**config.mk**
```make
export PLATFORM = sky130hd
export DESIGN_NAME = dqt_stream_parser
export DESIGN_NICKNAME = d
export VERILOG_FILES = /design/src/rtl/dqt_stream_parser.sv
export SDC_FILE = /design/constraint.sdc
export NUM_CORES = 1
export LEC_CHECK = 0
export CORE_UTILIZATION = 45
export CTS_CLUSTER_SIZE = 10
export DETAILED_ROUTE_END_ITERATION = 8
export PLACE_DENSITY = 0.71
export SLEW_MARGIN = 20
export SYNTH_ARGS = -nofsm -noshare
export SYNTH_HDL_FRONTEND = slang
export SYNTH_SLANG_ARGS = --single-unit
```
**constraint.sdc**
```tcl
create_clock -name clk -period 6.3 [get_ports clk]
set_clock_uncertainty 0.15 [all_clocks]
set_input_delay 1.26 -clock clk [delete_from_list [all_inputs] [get_ports clk]]
set_output_delay 1.26 -clock clk [all_outputs]
set_load 0.05 [all_outputs]
```
**src/rtl/dqt_stream_parser.sv**
```systemverilog
// Streaming DQT segment parser: walks the tables after an FFDB marker and writes entries to the quant RAM.
// Optional 16-bit precision tables are enabled by the DQT_PREC16_EN macro.
module dqt_stream_parser #(
    parameter int NUM_TABLES = 4,
    parameter int QW         = 16,
    localparam int TW        = (NUM_TABLES > 1) ? $clog2(NUM_TABLES) : 1
) (
    input  logic                  clk,
    input  logic                  rst_n,
    input  logic                  start,
    input  logic                  s_valid,
    input  logic [7:0]            s_data,
    output logic                  s_ready,
    output logic                  q_we,
    output logic [TW-1:0]         q_tbl,
    output logic [5:0]            q_addr,
    output logic [QW-1:0]         q_data,
    output logic                  tbl_done,
    output logic [NUM_TABLES-1:0] tbl_valid,
    output logic [NUM_TABLES-1:0] tbl_prec,
    input  logic                  clear,
    output logic                  busy,
    output logic                  seg_done,
    output logic                  err,
    output logic [2:0]            err_code
);

    typedef enum logic [2:0] {
        IDLE, LEN_HI, LEN_LO, PQTQ, ENT_HI, ENT_LO, DRAIN, DONE
    } state_t;

    localparam logic [2:0] E_LEN   = 3'd1;
    localparam logic [2:0] E_DEST  = 3'd2;
    localparam logic [2:0] E_PREC  = 3'd3;
    localparam logic [2:0] E_TRUNC = 3'd4;

    state_t                  state_q, state_d;
    logic [15:0]             rem_q, rem_d;
    logic [5:0]              k_q, k_d;
    logic [7:0]              len_hi_q, len_hi_d;
    logic [TW-1:0]           tq_q, tq_d;
    logic                    pq_q, pq_d;
    logic                    q_we_q, q_we_d;
    logic [TW-1:0]           q_tbl_q, q_tbl_d;
    logic [5:0]              q_addr_q, q_addr_d;
    logic [QW-1:0]           q_data_q, q_data_d;
    logic                    tbl_done_q, tbl_done_d;
    logic [NUM_TABLES-1:0]   tbl_valid_q, tbl_valid_d;
    logic [NUM_TABLES-1:0]   tbl_prec_q, tbl_prec_d;
    logic                    seg_done_q, seg_done_d;
    logic                    err_q, err_d;
    logic [2:0]              err_code_q, err_code_d;
`ifdef DQT_PREC16_EN
    logic [7:0]              hi_q, hi_d;
`endif

    logic                    acc;
    logic [15:0]             lq;
    logic [15:0]             ent;
    logic                    bad_dest, bad_prec;
    logic                    set_bit, clr_bit;
    logic [TW-1:0]           bit_idx;

    assign acc = s_valid && s_ready;

    always_comb begin
        state_d     = state_q;
        rem_d       = rem_q;
        k_d         = k_q;
        len_hi_d    = len_hi_q;
        tq_d        = tq_q;
        pq_d        = pq_q;
        q_we_d      = 1'b0;
        q_tbl_d     = q_tbl_q;
        q_addr_d    = q_addr_q;
        q_data_d    = q_data_q;
        tbl_done_d  = 1'b0;
        seg_done_d  = 1'b0;
        err_d       = err_q;
        err_code_d  = err_code_q;
`ifdef DQT_PREC16_EN
        hi_d        = hi_q;
`endif
        s_ready     = 1'b0;
        lq          = {len_hi_q, s_data};
        ent         = {8'h00, s_data};
        bad_dest    = ({1'b0, s_data[3:0]} >= 5'(NUM_TABLES));
`ifdef DQT_PREC16_EN
        bad_prec    = (s_data[7:4] > 4'd1);
`else
        bad_prec    = (s_data[7:4] != 4'd0);
`endif
        set_bit     = 1'b0;
        clr_bit     = 1'b0;
        bit_idx     = tq_q;

        case (state_q)
            IDLE: begin
                if (start) begin
                    state_d    = LEN_HI;
                    err_d      = 1'b0;
                    err_code_d = '0;
                end
            end
            LEN_HI: begin
                s_ready = 1'b1;
                if (acc) begin
                    len_hi_d = s_data;
                    state_d  = LEN_LO;
                end
            end
            LEN_LO: begin
                s_ready = 1'b1;
                if (acc) begin
                    rem_d = lq - 16'd2;
                    if (lq < 16'd3) begin
                        err_d      = 1'b1;
                        err_code_d = E_LEN;
                        state_d    = DONE;
                    end else begin
                        state_d = PQTQ;
                    end
                end
            end
            PQTQ: begin
                s_ready = 1'b1;
                if (acc) begin
                    rem_d   = rem_q - 16'd1;
                    tq_d    = s_data[TW-1:0];
                    pq_d    = s_data[4];
                    k_d     = '0;
                    bit_idx = s_data[TW-1:0];
                    if (bad_dest || bad_prec) begin
                        err_d      = 1'b1;
                        err_code_d = bad_dest ? E_DEST : E_PREC;
                        state_d    = (rem_q > 16'd1) ? DRAIN : DONE;
                    end else if (rem_q <= 16'd1) begin
                        // table header with no entries behind it is a truncated table
                        err_d      = 1'b1;
                        err_code_d = E_TRUNC;
                        clr_bit    = 1'b1;
                        state_d    = DONE;
                    end else begin
                        state_d = s_data[4] ? ENT_HI : ENT_LO;
                    end
                end
            end
`ifdef DQT_PREC16_EN
            ENT_HI: begin
                s_ready = 1'b1;
                if (acc) begin
                    hi_d  = s_data;
                    rem_d = rem_q - 16'd1;
                    if (rem_q <= 16'd1) begin
                        err_d      = 1'b1;
                        err_code_d = E_TRUNC;
                        clr_bit    = 1'b1;
                        state_d    = DONE;
                    end else begin
                        state_d = ENT_LO;
                    end
                end
            end
`endif
            ENT_LO: begin
                s_ready = 1'b1;
                if (acc) begin
`ifdef DQT_PREC16_EN
                    ent = pq_q ? {hi_q, s_data} : {8'h00, s_data};
`endif
                    rem_d    = rem_q - 16'd1;
                    q_we_d   = 1'b1;
                    q_addr_d = k_q;
                    q_data_d = QW'(ent);
                    q_tbl_d  = tq_q;
                    k_d      = k_q + 6'd1;
                    if (k_q == 6'd63) begin
                        tbl_done_d = 1'b1;
                        set_bit    = 1'b1;
                        state_d    = (rem_q > 16'd1) ? PQTQ : DONE;
                    end else if (rem_q <= 16'd1) begin
                        err_d      = 1'b1;
                        err_code_d = E_TRUNC;
                        clr_bit    = 1'b1;
                        state_d    = DONE;
                    end else begin
                        state_d = pq_q ? ENT_HI : ENT_LO;
                    end
                end
            end
            DRAIN: begin
                s_ready = 1'b1;
                if (acc) begin
                    rem_d = rem_q - 16'd1;
                    if (rem_q <= 16'd1) state_d = DONE;
                end
            end
            DONE: begin
                seg_done_d = 1'b1;
                state_d    = IDLE;
            end
            default: state_d = IDLE;
        endcase

        // clear drops every slot, but a completion in the same cycle still lands
        tbl_valid_d = clear ? '0 : tbl_valid_q;
        tbl_prec_d  = clear ? '0 : tbl_prec_q;
        if (clr_bit) tbl_valid_d[bit_idx] = 1'b0;
        if (set_bit) begin
            tbl_valid_d[bit_idx] = 1'b1;
            tbl_prec_d[bit_idx]  = pq_q;
        end
    end

    always_ff @(posedge clk or negedge rst_n) begin
        if (!rst_n) begin
            state_q     <= IDLE;
            rem_q       <= '0;
            k_q         <= '0;
            len_hi_q    <= '0;
            tq_q        <= '0;
            pq_q        <= 1'b0;
            q_we_q      <= 1'b0;
            q_tbl_q     <= '0;
            q_addr_q    <= '0;
            q_data_q    <= '0;
            tbl_done_q  <= 1'b0;
            tbl_valid_q <= '0;
            tbl_prec_q  <= '0;
            seg_done_q  <= 1'b0;
            err_q       <= 1'b0;
            err_code_q  <= '0;
`ifdef DQT_PREC16_EN
            hi_q        <= '0;
`endif
        end else begin
            state_q     <= state_d;
            rem_q       <= rem_d;
            k_q         <= k_d;
            len_hi_q    <= len_hi_d;
            tq_q        <= tq_d;
            pq_q        <= pq_d;
            q_we_q      <= q_we_d;
            q_tbl_q     <= q_tbl_d;
            q_addr_q    <= q_addr_d;
            q_data_q    <= q_data_d;
            tbl_done_q  <= tbl_done_d;
            tbl_valid_q <= tbl_valid_d;
            tbl_prec_q  <= tbl_prec_d;
            seg_done_q  <= seg_done_d;
            err_q       <= err_d;
            err_code_q  <= err_code_d;
`ifdef DQT_PREC16_EN
            hi_q        <= hi_d;
`endif
        end
    end

    assign q_we      = q_we_q;
    assign q_tbl     = q_tbl_q;
    assign q_addr    = q_addr_q;
    assign q_data    = q_data_q;
    assign tbl_done  = tbl_done_q;
    assign tbl_valid = tbl_valid_q;
    assign tbl_prec  = tbl_prec_q;
    assign seg_done  = seg_done_q;
    assign err       = err_q;
    assign err_code  = err_code_q;
    assign busy      = (state_q != IDLE);

endmodule
```
==> results.md <==
* Status: complete, no violations
* Critical path class: input pin to flop
* Ys flop type: dfrtp_1
* Largest family of logic cells by synthesized area: simple AND/OR/NAND/NOR gates
* Clock buffer depth at 2
* Wire per inst at 16.7 microns
* Pre-CTS setup slack at 2.40 ns
* CTS clock-pin slew for the worst setup and hold paths at 0.08 ns
* Clock buffer count from CTS at 9
* First-pass GRT wire length at 15.7 mm
* Synth-to-Final Area Change at 16.9%
* Final hold vios at 0
* PortBufs at 45
* RSZ-0062 raised after global routing: false
* CP endpoint kind: flop
* Synth area leader: dfrtp_1
* Power per cell area at 457 nW/um^2
* Seq/Total Area, Yosys at 0.434
* Post-synthesis compound-gate area fraction at 0.175
* Postcts setup bufs at 0
* Area of the multi-input gates at 2010 sq um
* Synth top area share at 0.434
* Global route overflow at 0
* Total wire length at 9.61 mm
* Floorplan row count at 33
* Synth Area in XOR/XNOR at 0.0317
* Core area at 8260 sq um
* Clk sink count at 67
* Period utilisation layout at 0.570
* Peak Freq at 279 MHz
* DP Cell Count at 559
* CP required at 6.39 ns
* CP max FO at 26
* Vias per cell at 5.75
* WP data arrival at 3.68 ns
* H-tree levels at 3
* Final worst slack at 2.71 ns
* Initial Utilization at 0.468
* Root Driver: clkbuf_8
* Max rail drop VDD at 0.000272 V
* Iter 0 DRT Violations at 231
* Count of different cell masters after synthesis at 70
* Post-Synth Simple-Gate Area at 0.248
* Fin util at 0.547
* Die width at 94.7 microns
* Worst rel slew slack at 0.299
* Post-synth EDFFs at 0
* Drt pass-1 iters at 5
* Multiplexer area fraction after synthesis at 0.0443
* P_leak at 1.95 nW
* Post-synthesis adder-cell area fraction at 0.0129
* Skew-Pair Late Insertion Delay at 0.35 ns
* Tightest Hold Check Type: flop to flop
* Worst Max-Slew Pin Slew at 1.04 ns
* Startpoint types: input pin
* Post-route setup TNS at 0 ns
* Die footprint at 8970 sq um
* Non-filler cells, final at 574
* DRC at 0
* Vias in the first global route at 3094
* YS warnings at 0
* Final setup fails at 0
* Max Slew Vio Count at 0
* Fraction of registers with async set/reset at 1.00
* Mapped Cells at 429
* Via count at 3300
* Hold Buf Count CTS at 0
* Syn Area/Cell at 9.01 sq um
* Layout cells sized above 1 at 0.107
* Pin count of the biggest net entering global routing at 68
* Top post-synthesis cells by area: dfrtp_1 (43%), nand2_1 (7.9%), mux2_2 (3.8%), o21ai_0 (3.8%), a21oi_1 (2.8%)
* Post-layout min period at 3.59 ns
* Total track usage at 0.227
* R2R depth at 6
* Chip height at 94.7 microns
* Synthesized flop and latch total at 67
* Filler cells at 764
* Nets@finish at 482
* Max Cap Violations at 0
* Io pins at 54
* CTS tree: built
* Dpl hpwl at 6.61 mm
* Initial antenna violation count at 0
* Gpl congestion at 0.898
* Antenna Violating Nets Remaining at 0
* Hold Crit Depth at 2
* # diodes at 0
* Register area at 1680 sq um
* Synthesized cell area at 3870 sq um
* Post-cts repair resize count at 0
==> worst max-delay path: stages <==
cell             delay (ns)
clkdlybuf4s50_1        0.76
nand2_4                0.41
clkinv_1               0.45
a21bo_2                0.37
and2_1                 0.16
a211o_1                0.26
==> cells in the mapped netlist (4+ instances only) <==
library cell and count:
a21oi_1 22, and2_1 4, buf_2 5, ha_1 4, nor2b_1 6, inv_1 10, nor2_1 28, nor3_1 14
dfrtp_1 67, nand3_1 10, and3_1 6, buf_4 10, nor4_1 5, a31oi_1 5, xnor2_1 6, mux2_2 13
xor2_1 8, a22oi_1 4, a211oi_1 4, o21ai_0 29, nand2_1 81, clkbuf_1 14
==> final timing paths <==
path | from | end | slack, ns
worst max-delay path | s_valid | err_code[0]$_DFFE_PN0P_ | 2.71
worst min-delay path | q_tbl[0]$_DFFE_PN0P_ | q_tbl[0]$_DFFE_PN0P_ | 0.33
worst max register to register | state_q[1]$_DFFE_PN0P_ | err_code[0]$_DFFE_PN0P_ | 3.44
worst min register to register | q_tbl[0]$_DFFE_PN0P_ | q_tbl[0]$_DFFE_PN0P_ | 0.33
max in group asynchronous | rst_n | len_hi_q[6]$_DFFE_PN0P_ | 4.49
min in group asynchronous | rst_n | q_data[7]$_DFFE_PN0P_ | 0.95
==> state kept, by name, indices dropped and copies added (netlist names), 2 cells and up <==
register	flops
k_q	6
q_addr	6
tq_q	2
len_hi_q	8
q_tbl	2
tbl_prec	4
q_data	8
rem_q	16
tbl_valid	4
state_q	3
err_code	3
==> cells by family after synthesis <==
kind of cell,count (synthesis)
DFF,67
muxes,15
buffers and inverters,41
adders and majority gates,4
AOI/OAI and AO/OA,103
other,1
and+or+nand+nor,184
xor gates and xnor gates,14
==> power breakdown <==
part           internal (W)  switching, W  total [W]
clock network      0.000181      0.000181   0.000362
logic              0.000361      0.000580   0.000940
registers          0.000572      0.000188   0.000761
total               0.00111      0.000949    0.00206
==> metal layers <==
layer,part of all wire,vias up,GRT usage
li1,-,1586,-
met3,0.058,9,0.0483
met1,0.46,1579,0.317
met5,0,-,0
met4,0.0096,0,0.0556
met2,0.48,126,0.360
==> layout by cell type, fill, tap and decap left out, types with 6 or more instances in the layout <==
cell type,instances
o21ai_0,29
nor2b_1,6
inv_1,10
nand3_1,10
nor3_1,14
nor2_1,28
conb_1,8
mux2_2,13
xnor2_1,6
clkdlybuf4s50_1,44
nand2_1,81
xor2_1,8
and3_1,6
dfrtp_1,67
clkbuf_8,9
a21oi_1,22
==> through the flow <==
step	power [W]	hold slack (ns)	instance area, sq um
5_1_grt	0.00219	0.357	4520
6_report	0.00206	0.334	4520
4_1_cts	0.00206	0.338	4520
3_3_place_gp	0.00168	0.316	4330
2_1_floorplan	0.00144	0.283	3890
3_5_place_dp	0.00170	0.316	4330
==> area by class of cell <==
class,instances,share of cell area
clock inverter,6,0.0150
timing repair buffer,48,0.104
sequential,67,0.371
multi-input combinational,328,0.445
tap,105,0.0291
inverter,11,0.00914
clock buffer,9,0.0274
Note: power is estimated with default switching activity, not from simulation.
